==> config.mk <==
export PLATFORM = sky130hd
export DESIGN_NAME = pwm_bank_flat
export DESIGN_NICKNAME = d
export VERILOG_FILES = /design/src/rtl/pwm_pkg.sv /design/src/rtl/pwm_bank_if.sv /design/src/rtl/pwm_deadtime_channel.sv /design/src/rtl/pwm_bank.sv /design/src/flat_wrapper.sv
export SDC_FILE = /design/constraint.sdc
export NUM_CORES = 1
export LEC_CHECK = 0
export ABC_CLOCK_PERIOD_IN_PS = 2400
export CELL_PAD_IN_SITES_DETAIL_PLACEMENT = 1
export CELL_PAD_IN_SITES_GLOBAL_PLACEMENT = 1
export CORE_MARGIN = 10
export CORE_UTILIZATION = 40
export CTS_CLUSTER_SIZE = 8
export DETAILED_ROUTE_END_ITERATION = 12
export GPL_TIMING_DRIVEN = 0
export PLACE_DENSITY_LB_ADDON = 0.1
export SYNTH_ARGS = -nofsm -noshare
export SYNTH_HDL_FRONTEND = slang
export SYNTH_SLANG_ARGS = --single-unit
==> constraint.sdc <==
create_clock -name clk -period 2.4 [get_ports clk]
set_clock_uncertainty 0.1 [all_clocks]
set_input_delay 0.48 -clock clk [delete_from_list [all_inputs] [get_ports clk]]
set_output_delay 0.48 -clock clk [all_outputs]
set_load 0.02 [all_outputs]
==> src/rtl/pwm_pkg.sv <==
// pwm_pkg: shared channel-state type and default sizes for the pwm_bank block.
// The dead-time feature is selected with the PWM_BANK_DEADTIME_EN macro.
package pwm_pkg;

    // Default sizes: 8-bit period counter, three output pairs, 6-bit dead time.
    localparam int PWM_N_DEFAULT        = 8;
    localparam int PWM_CHANNELS_DEFAULT = 3;
    localparam int PWM_DEAD_W_DEFAULT   = 6;

    // Per-channel output state. DEAD keeps both switches open while the
    // opposite side is allowed to turn off.
    typedef enum logic [1:0] {
        OFF  = 2'd0,
        HI   = 2'd1,
        LO   = 2'd2,
        DEAD = 2'd3
    } chan_state_t;

endpackage

==> src/rtl/pwm_bank_if.sv <==
// pwm_bank_if: control and output bundle of the pwm_bank block.
// master drives the run/step/duty controls, slave is the PWM bank itself.
interface pwm_bank_if
    import pwm_pkg::*;
#(
    parameter int N        = PWM_N_DEFAULT,
    parameter int CHANNELS = PWM_CHANNELS_DEFAULT,
    parameter int DEAD_W   = PWM_DEAD_W_DEFAULT
);

    logic                ena;
    logic                step;
    logic [N-1:0]        duty [CHANNELS];
    logic                load;
    logic [DEAD_W-1:0]   dead_time;
    logic [CHANNELS-1:0] pwm_out;
    logic [CHANNELS-1:0] pwm_not_out;
    logic                period_start;

    modport master (
        output ena, step, duty, load, dead_time,
        input  pwm_out, pwm_not_out, period_start
    );

    modport slave (
        input  ena, step, duty, load, dead_time,
        output pwm_out, pwm_not_out, period_start
    );

endinterface

==> src/rtl/pwm_deadtime_channel.sv <==
// pwm_deadtime_channel: one complementary output pair driven from the raw
// compare bit. With PWM_BANK_DEADTIME_EN defined it runs the OFF/HI/LO/DEAD
// state machine with a reloadable dead counter; otherwise it is a plain
// registered complementary output and dead_time_i is not used.
module pwm_deadtime_channel
    import pwm_pkg::*;
#(
    parameter int DEAD_W = PWM_DEAD_W_DEFAULT
) (
    input  logic              clk,
    input  logic              rst,
    input  logic              ena_i,
    input  logic              raw_i,
    input  logic [DEAD_W-1:0] dead_time_i,
    output logic              hi_o,
    output logic              lo_o
);

`ifdef PWM_BANK_DEADTIME_EN

    chan_state_t       state_q;
    logic              target_q;
    logic [DEAD_W-1:0] dcnt_q;
    logic              hi_q;
    logic              lo_q;
    logic              deadZero;

    assign deadZero = (dead_time_i == '0);

    // Channel FSM: every move between sides passes through DEAD for
    // dead_time cycles, re-measured whenever the requested side flips.
    always_ff @(posedge clk or posedge rst) begin
        if (rst) begin
            state_q  <= OFF;
            target_q <= 1'b0;
            dcnt_q   <= '0;
            hi_q     <= 1'b0;
            lo_q     <= 1'b0;
        end else if (!ena_i) begin
            state_q  <= OFF;
            dcnt_q   <= '0;
            hi_q     <= 1'b0;
            lo_q     <= 1'b0;
        end else begin
            case (state_q)
                OFF: begin
                    if (deadZero) begin
                        state_q <= raw_i ? HI : LO;
                        hi_q    <= raw_i;
                        lo_q    <= ~raw_i;
                    end else begin
                        state_q  <= DEAD;
                        target_q <= raw_i;
                        dcnt_q   <= dead_time_i;
                        hi_q     <= 1'b0;
                        lo_q     <= 1'b0;
                    end
                end
                HI: begin
                    if (!raw_i) begin
                        if (deadZero) begin
                            state_q <= LO;
                            hi_q    <= 1'b0;
                            lo_q    <= 1'b1;
                        end else begin
                            state_q  <= DEAD;
                            target_q <= 1'b0;
                            dcnt_q   <= dead_time_i;
                            hi_q     <= 1'b0;
                            lo_q     <= 1'b0;
                        end
                    end
                end
                LO: begin
                    if (raw_i) begin
                        if (deadZero) begin
                            state_q <= HI;
                            hi_q    <= 1'b1;
                            lo_q    <= 1'b0;
                        end else begin
                            state_q  <= DEAD;
                            target_q <= 1'b1;
                            dcnt_q   <= dead_time_i;
                            hi_q     <= 1'b0;
                            lo_q     <= 1'b0;
                        end
                    end
                end
                DEAD: begin
                    if (raw_i != target_q) begin
                        if (deadZero) begin
                            state_q <= raw_i ? HI : LO;
                            hi_q    <= raw_i;
                            lo_q    <= ~raw_i;
                        end else begin
                            target_q <= raw_i;
                            dcnt_q   <= dead_time_i;
                        end
                    end else if (dcnt_q <= DEAD_W'(1)) begin
                        state_q <= target_q ? HI : LO;
                        hi_q    <= target_q;
                        lo_q    <= ~target_q;
                    end else begin
                        dcnt_q <= dcnt_q - 1'b1;
                    end
                end
                default: begin
                    state_q <= OFF;
                    hi_q    <= 1'b0;
                    lo_q    <= 1'b0;
                end
            endcase
        end
    end

    assign hi_o = hi_q;
    assign lo_o = lo_q;

`else

    logic hi_q;
    logic lo_q;
    logic dead_time_unused;

    assign dead_time_unused = ^dead_time_i;

    // Without dead time the pair simply follows the compare, one cycle late.
    always_ff @(posedge clk or posedge rst) begin
        if (rst) begin
            hi_q <= 1'b0;
            lo_q <= 1'b0;
        end else begin
            hi_q <= ena_i & raw_i;
            lo_q <= ena_i & ~raw_i;
        end
    end

    assign hi_o = hi_q;
    assign lo_o = lo_q;

`endif

endmodule

==> src/rtl/pwm_bank.sv <==
// pwm_bank: shared period counter, double-buffered duty registers and one
// complementary output pair per channel. Define PWM_BANK_DEADTIME_EN to
// insert dead time between the high-side and low-side outputs.
module pwm_bank
    import pwm_pkg::*;
#(
    parameter int N        = PWM_N_DEFAULT,
    parameter int CHANNELS = PWM_CHANNELS_DEFAULT,
    parameter int DEAD_W   = PWM_DEAD_W_DEFAULT
) (
    input logic       clk,
    input logic       rst,
    pwm_bank_if.slave bus
);

    logic [N-1:0]        cnt_q;
    logic [N-1:0]        cnt_d;
    logic [N-1:0]        shadow_q [CHANNELS];
    logic [N-1:0]        active_q [CHANNELS];
    logic                wrap;
    logic                period_start_q;
    logic [CHANNELS-1:0] raw;
    logic [CHANNELS-1:0] hi;
    logic [CHANNELS-1:0] lo;

    assign wrap = bus.ena & bus.step & (cnt_q == '1);

    // Next counter value: cleared while disabled, advanced on each step.
    always_comb begin
        cnt_d = cnt_q;
        if (!bus.ena) begin
            cnt_d = '0;
        end else if (bus.step) begin
            cnt_d = cnt_q + 1'b1;
        end
    end

    // Period counter register.
    always_ff @(posedge clk or posedge rst) begin
        if (rst) begin
            cnt_q <= '0;
        end else begin
            cnt_q <= cnt_d;
        end
    end

    // Shadow duty captures the requested duty whenever load is high.
    always_ff @(posedge clk or posedge rst) begin
        if (rst) begin
            for (int i = 0; i < CHANNELS; i++) begin
                shadow_q[i] <= '0;
            end
        end else if (bus.load) begin
            for (int i = 0; i < CHANNELS; i++) begin
                shadow_q[i] <= bus.duty[i];
            end
        end
    end

    // Active duty follows the shadow freely while stopped, else only at wrap.
    always_ff @(posedge clk or posedge rst) begin
        if (rst) begin
            for (int i = 0; i < CHANNELS; i++) begin
                active_q[i] <= '0;
            end
        end else if (!bus.ena || wrap) begin
            for (int i = 0; i < CHANNELS; i++) begin
                active_q[i] <= shadow_q[i];
            end
        end
    end

    // One-cycle marker following each counter wrap.
    always_ff @(posedge clk or posedge rst) begin
        if (rst) begin
            period_start_q <= 1'b0;
        end else begin
            period_start_q <= wrap;
        end
    end

    for (genvar g = 0; g < CHANNELS; g++) begin : gChan
        assign raw[g] = (cnt_q < active_q[g]);

        pwm_deadtime_channel #(
            .DEAD_W (DEAD_W)
        ) uChan (
            .clk         (clk),
            .rst         (rst),
            .ena_i       (bus.ena),
            .raw_i       (raw[g]),
            .dead_time_i (bus.dead_time),
            .hi_o        (hi[g]),
            .lo_o        (lo[g])
        );
    end

    assign bus.pwm_out      = hi;
    assign bus.pwm_not_out  = lo;
    assign bus.period_start = period_start_q;

endmodule

==> src/flat_wrapper.sv <==
// flat-port wrapper written by rule: the top's interface ports become plain ports
module pwm_bank_flat import pwm_pkg::*;
#(
    parameter int N        = PWM_N_DEFAULT,
    parameter int CHANNELS = PWM_CHANNELS_DEFAULT,
    parameter int DEAD_W   = PWM_DEAD_W_DEFAULT
)
  (clk, rst, bus_ena, bus_step, bus_duty, bus_load, bus_dead_time, bus_pwm_out, bus_pwm_not_out, bus_period_start);
  pwm_bank_if #(.N(N), .CHANNELS(CHANNELS), .DEAD_W(DEAD_W)) bus_i ();
  input logic clk;
  input logic rst;
  input wire logic [$bits(bus_i.ena)-1:0] bus_ena;
  input wire logic [$bits(bus_i.step)-1:0] bus_step;
  input wire logic [$bits(bus_i.duty)-1:0] bus_duty;
  input wire logic [$bits(bus_i.load)-1:0] bus_load;
  input wire logic [$bits(bus_i.dead_time)-1:0] bus_dead_time;
  output wire logic [$bits(bus_i.pwm_out)-1:0] bus_pwm_out;
  output wire logic [$bits(bus_i.pwm_not_out)-1:0] bus_pwm_not_out;
  output wire logic [$bits(bus_i.period_start)-1:0] bus_period_start;
  assign bus_i.ena = bus_ena;
  assign bus_i.step = bus_step;
  assign bus_i.duty = {>>{bus_duty}};
  assign bus_i.load = bus_load;
  assign bus_i.dead_time = bus_dead_time;
  assign bus_pwm_out = bus_i.pwm_out;
  assign bus_pwm_not_out = bus_i.pwm_not_out;
  assign bus_period_start = bus_i.period_start;
  pwm_bank #(.N(N), .CHANNELS(CHANNELS), .DEAD_W(DEAD_W)) u_core (.clk(clk), .rst(rst), .bus(bus_i));
endmodule
After elaboration in Yosys (flattened, before gate mapping):

Cells that the tools add are included.

* memories: 0
* input bits: 35
* bits in latches: 0
* memory bits (read-only): 0
* output and inout port bits: 7
* flip-flop bits (word level): 63
* memory bits (writable): 0

* reductions and logical operators: 2
* bitwise operators: 11
* order comparisons: 3
* add/subtract/negate cells: 1
* eq/ne operators: 2
* divide/modulo/power cells: 0
* shift-type cells: 0
* multiplexer cells: 2
* $mul: 0

Operators with widths (count)
* 8-bit less-than comparator: 3
* 8-bit 2-to-1 mux: 2
* 8-bit by 1-bit adder with 8-bit output, second input constant: 1
* 1-bit AND: 8
* 8-bit equality test, second input constant: 1
* 1-bit NOT: 3
* 2-bit by 1-bit != test with 1-bit output, second input constant: 1
* 1-bit zero test: 1
* 1-bit logical OR: 1

Longest topological paths before layout:

Gate-level depths: netlist of the first run.

* depth in word-level cells: 3
* gate-level depth with buffers: 6
* mapped depth without buffers: 6

Cells and area by module:

Synthesis of the first run repeated with hierarchy kept, for this count alone.

* cell total of the unflattened synthesis: 247
* area total of the unflattened synthesis: 2921.6 sq um

Modules (own cells, without submodules)
* pwm_bank: cells each 232, area each 2711.4 sq um, times used 1
* pwm_deadtime_channel: cells each 5, area each 70.1 sq um, times used 3

Least setup slack after synthesis of the first run:

No wires, ideal clock.

* kind: register to register
* start: reg u_core.cnt_q[1]
* end: reg u_core.active_q[0] (netlist bit)
* path slack: 0.823 ns
* arrival: 1.352 ns
* path buffers: 0
* stages on the path, launching flop included: 5
* required time: 2.175 ns
* cell sequence: dfrtp_1 ha_1 nand4_4 o21ai_4 mux2_2

* word-level cells in the longest chain between the ends: 3

RTL lines
* start, declared: line pwm_bank.sv:16 `logic [N-1:0] cnt_q;`
* start signal, assigned: line pwm_bank.sv:43 `cnt_q <= cnt_d;`
* 8-bit equality test: line pwm_bank.sv:26 `assign wrap = bus.ena & bus.step & (cnt_q == '1);`
* 1-bit AND: line pwm_bank.sv:26
* 1-bit logical OR: line pwm_bank.sv:66 `end else if (!bus.ena || wrap) begin`
* end signal, assigned by index: line pwm_bank.sv:68 `active_q[i] <= shadow_q[i];`
* end, declared: line pwm_bank.sv:19 `logic [N-1:0] active_q [CHANNELS];`

Every way passes these cells.
A chain may end at the register's enable or synchronous reset.

Worst setup path after layout of the first run:

* start: in bus_step
* end: reg u_core.active_q[23] (netlist bit)

* word-level cells in the longest chain between the ends: 3

RTL lines
* start, declared: line flat_wrapper.sv:13 `input wire logic [$bits(bus_i.step)-1:0] bus_step;`
* 1-bit AND (2 in a row): line pwm_bank.sv:26
* 1-bit logical OR: line pwm_bank.sv:66

Every way passes these cells.

==> results.py, run 1 <==
metrics = {
    "run_status": {
        "outcome": "completed",
    },
    "worst_setup_path": {
        "cp-end-kind": "register",
        "max_stage_delay_ns": 0.63,
        "start_kind": "input pin",
        "crit_path_cell_trace": "clkdlybuf4s50_1, nand4_4, o21ai_4, buf_2, o21ai_0",
        "critPathKind": "input pin to register",
        "critPathTopFamily": "buffers and inverters",
        "critPathMaxFanout": 10,
        "cp.arrival_ns": 2.12,
        "cp_data_required_time_ns": 2.51,
        "crit_buf_inv": 2,
        "rrSetupSlack_ns": 0.46,
        "crit_slowest_cell": "clkdlybuf4s50_1",
    },
    "logic_synthesis": {
        "synth_cells": 257,
        "async_reset_ff_share_pct": 100,
        "syn_nets": 314,
        "synth_edf_count": 0,
        "synth_common_cells": "dfrtp_1 (63), o21ai_0 (28), mux2_2 (27)",
        "ys_ff_latch": 63,
        "ys_warn_count": 0,
        "netlist_area_um2": 2910,
        "yosysMostFrequentCell": "dfrtp_1",
        "syn_area_per_cell_um2": 11.3,
        "synth_top_cell_area_share_pct": 54.1,
        "synth_seq_area_share_pct": 54.1,
        "synth_area_leader_cell": "dfrtp_1",
        "synth_area_leaders": "dfrtp_1 (54%), mux2_2 (10%), ha_1 (9.4%), o21ai_0 (4.8%), inv_1 (3.3%)",
        "synth.distinct_cells": 26,
        "synth_ff_type": "dfrtp_1",
    },
    "placement": {
        "io_buffers": 34,
        "place.gp.congestion": 0.712,
        "place_ws_ns": 0.0311,
        "dp_hpwl_um": 4740,
    },
    "clock_network": {
        "clock_latency_ns": 0.34,
        "cts_buffer_depth": 2,
        "post_cts_resize_count": 0,
        "cts-buffers-inserted": 9,
        "cts_setup_buffers": 0,
        "cts.sinks": 63,
        "cts_max_level": 3,
        "cts_tree": "done",
        "hold_buffers": 0,
        "clk_pin_slew_worst_paths_ns": 0.07,
        "clockRootBuffer": "clkbuf_8",
    },
    "floorplanning": {
        "dieArea_um2": 11100,
        "ios": 42,
        "row_count": 31,
        "fp.dieW_um": 105,
        "start_util_pct": 40.6,
        "design.core.area_um2": 7180,
        "die_h_um": 105,
    },
    "detailed_routing": {
        "vias_per_cell": 4.90,
        "highest-signal-layer": "met4",
        "firstDrtPassIters": 4,
        "wire_per_inst_um": 15.7,
        "drcViolationCount": 0,
        "wl_met3_um": 195,
        "vias": 1995,
        "wl_met1_um": 2840,
        "initialDrtViolationCount": 28,
        "postRouteAntennaNets": 0,
        "wl_um": 6390,
        "wl_met2_um": 3200,
    },
    "hold_path": {
        "hp-class": "register to register",
    },
    "timing": {
        "fin_crit_sh_pct": 83.8,
        "finalHoldViolCount": 0,
        "max_freq_mhz": 497,
        "final.min_clock_period_ns": 2.01,
        "slew_viol_final": 0,
        "holdWs_ns": 0.385,
        "relSlewSlack_pct": 63.1,
        "setup_viol": 0,
        "rsz0062_at_grt": "no",
        "worst_pin_slew_ns": 0.553,
        "setup_slack_ns": 0.388,
    },
    "cells_and_area": {
        "post-route-util_pct": 50.5,
        "final_layout_size_suffix_gt1_share_pct": 18.5,
        "nNetsFinal": 360,
        "area_delta_synth_final_pct": 24.3,
        "diodes": 0,
    },
    "global_routing": {
        "grt_pass1_wl_um": 11100,
        "grt_pass1_vias": 2269,
        "grt_max_degree": 39,
        "grt_overflow": 0,
        "globalRouteTotalUtil_pct": 12.7,
        "antenna_found_initial": 0,
    },
    "pwr": {
        "power.density_nw_per_um2": 710,
        "leakage_nw": 1.69,
        "ir_drop_v": 0.000286,
    },
    "flow_run": {
        "max-cap-violations": 0,
    },
}
[metal layers]
layer,global-route usage (%),up-vias
li1,-,957
met1,14.9,992
met2,20.8,34
met3,3.23,12
met4,6.96,0
met5,0,-
[layout by cell type, fill, tap and decap left out, drive strengths merged, types with 12 or more instances in the layout]
cell type / count
inv: 26
ha: 22
a21oi: 13
dfrtp: 63
o21ai: 29
buf: 12
clkdlybuf4s50: 34
clkbuf: 16
mux2: 27
nand2: 26
[final timing paths]
kind | startpoint | end | cells after the start
max reg2reg | u_core.cnt_q[0] | u_core.active_q[23] | 5
max | bus_step | u_core.active_q[23] | 5
min reg2reg | u_core.shadow_q[11] | u_core.active_q[11] | 2
max in group asynchronous | rst | u_core.shadow_q[16] | 3
min in group asynchronous | rst | u_core.active_q[6] | 2
min | u_core.shadow_q[11] | u_core.active_q[11] | 2
[tightest hold or removal path, delay by kind of cell, from the launching register on]
kind | cells | cell delay (ns)
simple gates | 1 | 0.05
compound gates | 1 | 0.06
flops | 1 | 0.34
[flip-flops by register name (all words and copies together) (netlist names)]
| register | flops |
|---|---|
| u_core.cnt_q | 8 |
| u_core.shadow_q | 24 |
| u_core.gChan.uChan.lo_o | 3 |
| u_core.active_q | 24 |
| u_core.gChan.uChan.hi_o | 3 |
| u_core.bus.period_start | 1 |
[kinds of logic (layout without fill, tap and decap cells)]
| family | after synthesis | in the layout | share of synthesized area (%) |
|---|---|---|---|
| DFF | 63 | 63 | 54.1 |
| AOI/OAI and AO/OA | 45 | 45 | 8.76 |
| and+or+nand+nor | 53 | 53 | 8.76 |
| xor gates and xnor gates | 6 | 6 | 1.80 |
| adders and majority gates | 22 | 22 | 9.45 |
| muxes | 28 | 28 | 10.8 |
| buffers and inverters | 40 | 91 | 6.35 |
[metrics by stage]
step	setup TNS [ns]	power (mW)	instances	cell area [um^2]
finish	0	2.57	407	3620
detailed placement	0	1.55	391	3400
global route	0	2.71	407	3620
CTS	0	2.60	407	3620
global placement	-56.42	1.53	390	3380
floorplan	0	1.42	257	2910
[area by class of cell]
class,count,area (um^2)
Buffer,14,87.6
Clock buffer,13,159
Clock inverter,3,65.1
Fill cell,790,3550
Inverter,26,97.6
Multi-Input combinational cell,154,1150
Sequential cell,63,1580
Tap cell,99,124
Timing Repair Buffer,35,360
[report_power, final]
group	internal (mW)	switching, mW
combinational	0.166	0.159
sequential	1.16	0.0443
clock	0.641	0.401
No activity file was read; power rests on OpenSTA's default activity.
==> inputs of run 2 (changes only) <==
- ABC_CLOCK_PERIOD_IN_PS: 2400 -> 1800
- CORE_UTILIZATION: 40 -> 39
- clock period: 2.4 -> 1.8 ns (I/O delays scaled with it)
==> run 2 against run 1 <==
Effect of this change:
- utilization down 0.45 points
- combinational power up 34%
- global-route usage down 0.42 points
- clock power up 15%
- non-clock buffer count up 2
- total power up 26%
- sequential share of layout area about the same
- sequential cell count unchanged
- register-to-register slack worse by 0.35 ns
- critical path depth down 4
- critical endpoint is now bus_period_start
- die area up 2.1%
- via count down 0.35%
==> results.py, run 2 (synthesized netlist as in run 1, its figures left out) <==
metrics = {
    "global_routing": {
        "grt_pass1_vias": 2244,
        "antenna_found_initial": 0,
        "grt_max_degree": 41,
        "grt_overflow": 0,
        "grt_pass1_wl_um": 11000,
        "globalRouteTotalUtil_pct": 12.3,
    },
    "hold_path": {
        "hp-class": "input pin to asynchronous set/reset pin",
    },
    "detailed_routing": {
        "firstDrtPassIters": 3,
        "drcViolationCount": 0,
        "postRouteAntennaNets": 0,
        "wire_per_inst_um": 15.2,
        "vias_per_cell": 4.86,
        "vias": 1988,
        "wl_um": 6230,
        "initialDrtViolationCount": 39,
    },
    "cells_and_area": {
        "postLayoutCellArea_um2": 3630,
        "post-route-util_pct": 50.0,
        "final_layout_size_suffix_gt1_share_pct": 21.0,
        "diodes": 0,
        "layout_common_cells": "dfrtp_1 (60), o21ai_0 (28), mux2_2 (27), clkdlybuf4s50_1 (27), nand2_1 (26)",
        "nNetsFinal": 362,
        "num-fill-cells": 812,
        "top_regs": "u_core.active_q: 24 flops, u_core.shadow_q: 24 flops, u_core.cnt_q: 8 flops",
        "final_common_cell": "dfrtp_1",
        "area_delta_synth_final_pct": 24.5,
        "stdcell_count": 409,
    },
    "worst_setup_path": {
        "cp-end-kind": "output pin",
        "critPathMaxFanout": 1,
        "critPathTopFamily": "buffers and inverters",
        "cp.arrival_ns": 1.25,
        "crit_path_cell_trace": "clkdlybuf4s50_1",
        "cp_data_required_time_ns": 1.34,
        "crit_buf_inv": 1,
        "critPathKind": "register to output pin",
        "start_kind": "register",
        "crit_slowest_cell": "clkdlybuf4s50_1",
        "max_stage_delay_ns": 0.59,
    },
    "timing": {
        "finalHoldViolCount": 0,
        "setup_viol": 0,
        "holdWs_ns": 0.314,
        "worst_pin_slew_ns": 0.548,
        "relSlewSlack_pct": 63.4,
        "setup-tns-final_ns": 0,
        "fin_crit_sh_pct": 94.9,
        "rsz0062_at_grt": "no",
        "slew_viol_final": 0,
        "setup_slack_ns": 0.0926,
        "final.min_clock_period_ns": 1.71,
        "max_freq_mhz": 586,
    },
    "clock_network": {
        "cts_buffer_depth": 2,
        "cts.sinks": 63,
        "cts_max_level": 3,
        "cts-buffers-inserted": 9,
        "clk_pin_slew_worst_paths_ns": 0.07,
        "clock_latency_ns": 0.34,
        "cts_tree": "done",
        "hold_buffers": 0,
        "clockRootBuffer": "clkbuf_8",
    },
    "pwr": {
        "power.density_nw_per_um2": 893,
        "leakage_nw": 1.71,
        "ir_drop_v": 0.000406,
        "power_mw": 3.24,
    },
    "floorplanning": {
        "start_util_pct": 40.2,
        "fp.dieW_um": 106,
        "row_count": 31,
        "design.core.area_um2": 7250,
        "die_h_um": 106,
        "dieArea_um2": 11300,
        "ios": 42,
    },
    "placement": {
        "dp_hpwl_um": 4640,
        "dpl_cell_area_um2": 3400,
        "place.gp.congestion": 0.753,
        "io_buffers": 34,
        "place_ws_ns": -0.390,
        "placed_cells": 391,
    },
    "flow_run": {
        "max-cap-violations": 0,
    },
    "run_status": {
        "outcome": "completed",
    },
}
run 2: metal layers:
layer / global-route usage [%] / wire [um] / vias to the layer above
met5: 0 / 0 / -
met4: 7.83 / 155 / 0
met3: 2.78 / 214 / 12
met2: 19.6 / 3060 / 28
met1: 14.7 / 2800 / 989
li1: - / - / 959
run 2: power breakdown:
group          total (mW)  internal (mW)  leakage, nW  switching [mW]
Sequential           1.61           1.55        0.769          0.0600
Combinational       0.435          0.224        0.845           0.211
Clock                1.20          0.671        0.100           0.527
run 2: area by class of cell:
class	instances	area (um^2)	area share [%]
Clock inverter	4	45.0	1.24
Multi-Input combinational cell	154	1160	32.0
Timing Repair Buffer	37	383	10.6
Clock buffer	12	145	4.00
Sequential cell	63	1580	43.6
Inverter	26	101	2.79
Buffer	14	87.6	2.41
Tap cell	99	124	3.41
run 2: what timing repair did:
item | 4_1_cts | 5_1_grt
resized for setup | 6 | 7
setup buffers | 2 | 0
pin swaps | 1 | 0
endpoints found under the hold margin | 0 | 0
setup endpoints to repair | 30 | 26
run 2: path summary, 6_finish.rpt:
| check | from | endpoint | slack (ns) | cells past startpoint |
|---|---|---|---|---|
| worst max-delay path | u_core.bus.period_start | bus_period_start | 0.09 | 1 |
| worst max register to register | u_core.cnt_q[5] | u_core.gChan[1].uChan.hi_o | 0.11 | 5 |
| min in group clk | bus_load | u_core.shadow_q[14] | 0.36 | 2 |
| max in group asynchronous | rst | u_core.shadow_q[20] | 0.71 | 3 |
| worst min-delay path | rst | u_core.shadow_q[4] | 0.31 | 2 |
| worst min register to register | u_core.shadow_q[22] | u_core.active_q[22] | 0.38 | 2 |
==> patch: new RTL, config.mk and constraints of run 1 <==
Change the package constant `PWM_CHANNELS_DEFAULT` from 3 to 6.
--- a/src/rtl/pwm_pkg.sv
+++ b/src/rtl/pwm_pkg.sv
@@ -4,7 +4,7 @@
 
     // Default sizes: 8-bit period counter, three output pairs, 6-bit dead time.
     localparam int PWM_N_DEFAULT        = 8;
-    localparam int PWM_CHANNELS_DEFAULT = 3;
+    localparam int PWM_CHANNELS_DEFAULT = 6;
     localparam int PWM_DEAD_W_DEFAULT   = 6;
 
     // Per-channel output state. DEAD keeps both switches open while the
Interface: changed (resized bus_duty, bus_pwm_not_out and bus_pwm_out); port bits go from 42 to 72. The function was not compared with the original's and may differ.
==> patch against run 1 <==
Maximum frequency is 7.4% lower; final area is 92% higher; setup slack worse by 0.16 ns; sequential share of layout area is 1.4 points lower; sequential cell count is 54 higher; power is 110% higher; final cell count is 85% higher; wire length is 110% higher; die area is 67% higher; synthesized cell count is 86% higher; area after synthesis is 85% higher.
==> patch: results (changes against run 1) <==
Parameter                              Value

Synthesis
  Commonest cells in the synthesized netlist    sky130_fd_sc_hd__dfrtp_1, sky130_fd_sc_hd__o21ai_0, sky130_fd_sc_hd__nand2_1
  Cell count after synthesis    478 (+86%)
  Sequential element share of the synthesized area    0.542 (+0.000662)
  Synth area leaders    sky130_fd_sc_hd__dfrtp_1, sky130_fd_sc_hd__mux2_2, sky130_fd_sc_hd__ha_1
  Xor and xnor area share after synthesis    0.00810 (-0.00993)
  Net count after synthesis    580 (+85%)
  Proportion of synthesized area in mux cells    0.114 (+0.00658)
  Complex-gate fraction of the synthesized area    0.0914 (+0.00384)
  Share of synthesized cell area in full adder, half adder and majority cells    0.0995 (+0.00508)

Min path
  Hold Crit Start    bus_step
  Number of cells on the worst hold path    3 (+1)

Finish
  Non-filler cells in the finished layout    752 (+85%)
  Layout cells sized above 1    0.194 (+0.00938)
  Largest registers    u_core.active_q: 48 flops, u_core.shadow_q: 48 flops, u_core.cnt_q: 8 flops
  Layout net count    665 (+85%)

Power and ir drop
  Cell leakage power    3.24 nW (+91%)
  Maximum ir drop on the vdd rail    0.000558 V (+95%)
  Internal power component    4.25 mW (+120%)

Route
  Met3 WL    532 um (+170%)
  Vias per Instance    4.95 (+1.0%)
  Routed wire length on met2    6790 um (+110%)
  WL met1    5690 um (+100%)
  DR iter-0 viols    168 (+500%)

Clock tree
  Worst-skew pair later-pin latency    0.41 ns (+0.07 ns)
  Clk root buf    sky130_fd_sc_hd__clkbuf_16
  H-tree level count    4 (+1)

GRT
  Maximum number of pins on one net before global-route repair    40 (+2.6%)
  Fraction of met3 tracks used by global routing    0.0435 (+0.0113)
  First-pass GRT wire length    21900 um (+97%)
  Number of global-route vias before repair    4400 (+94%)
  Met1 layer usage reported by global route    0.175 (+0.0260)

Placed design
  IO Port Bufs    63 (+85%)
  Number of cells in the design after placement    720 (+84%)
  Final HPWL from detailed placement    9360 um (+97%)
  Pre-CTS setup slack    0.0575 ns (+0.0265 ns)

Status
  Run status    finished, final reports clean

Setup path
  Beginning of the worst register-to-register path    u_core.cnt_q[1]$_DFFE_PP0P_
  Worst stage delay on the critical path    0.55 ns (-0.08 ns)
  CP top delay family    flip-flops

Timing
  Worst hold slack after final layout    0.291 ns (-0.0944 ns)
  Slew at the pin closest to its max-slew limit    0.859 ns (+0.306 ns)
[patch: power by group through the flow]
stage	registers (mW)	logic (mW)	clock network, mW
final	2.26	0.639	2.63
after global routing	2.28	0.731	2.78
after CTS	2.26	0.658	2.68
after detailed placement	2.29	0.646	0
after global placement	2.28	0.603	0
after floorplan	2.26	0.413	0
[patch: how the worst max path moves through the flow]
stage	startpoint	to	slack (ns)
final	u_core.cnt_q[1]$_DFFE_PP0P_	u_core.active_q[40]$_DFFE_PP0P_	0.23
after global routing	u_core.cnt_q[2]$_DFFE_PP0P_	u_core.active_q[40]$_DFFE_PP0P_	0.12
after CTS	u_core.cnt_q[1]$_DFFE_PP0P_	u_core.active_q[24]$_DFFE_PP0P_	0.01
after detailed placement	u_core.cnt_q[1]$_DFFE_PP0P_	u_core.active_q[24]$_DFFE_PP0P_	0.06
after global placement	rst	u_core.gChan[1].uChan.hi_o$_DFF_PP0_	-0.75
after floorplan	rst	u_core.active_q[0]$_DFFE_PP0P_	0.39
[patch: final cells by class]
cell class | instances | area [sq um] | share of cell area
sequential | 117 | 2930 | 0.421
multi-input combinational | 282 | 2110 | 0.304
timing repair buffer | 66 | 698 | 0.100
clock buffer | 23 | 498 | 0.0717
tap | 176 | 220 | 0.0317
inverter | 50 | 191 | 0.0275
buffer | 29 | 180 | 0.0259
clock inverter | 9 | 123 | 0.0176
[patch: through the flow]
step | cell area [sq um] | util
6_report | 6950 | 0.525
5_1_grt | 6950 | 0.525
4_1_cts | 6950 | 0.525
3_5_place_dp | 6330 | 0.478
3_3_place_gp | 6260 | 0.473
2_1_floorplan | 5410 | -
[patch: what timing repair did]
item / in CTS / in global routing
endpoints found under the setup margin: 0 / 7
gates resized for setup: 0 / 1
hold buffers: 0 / 0
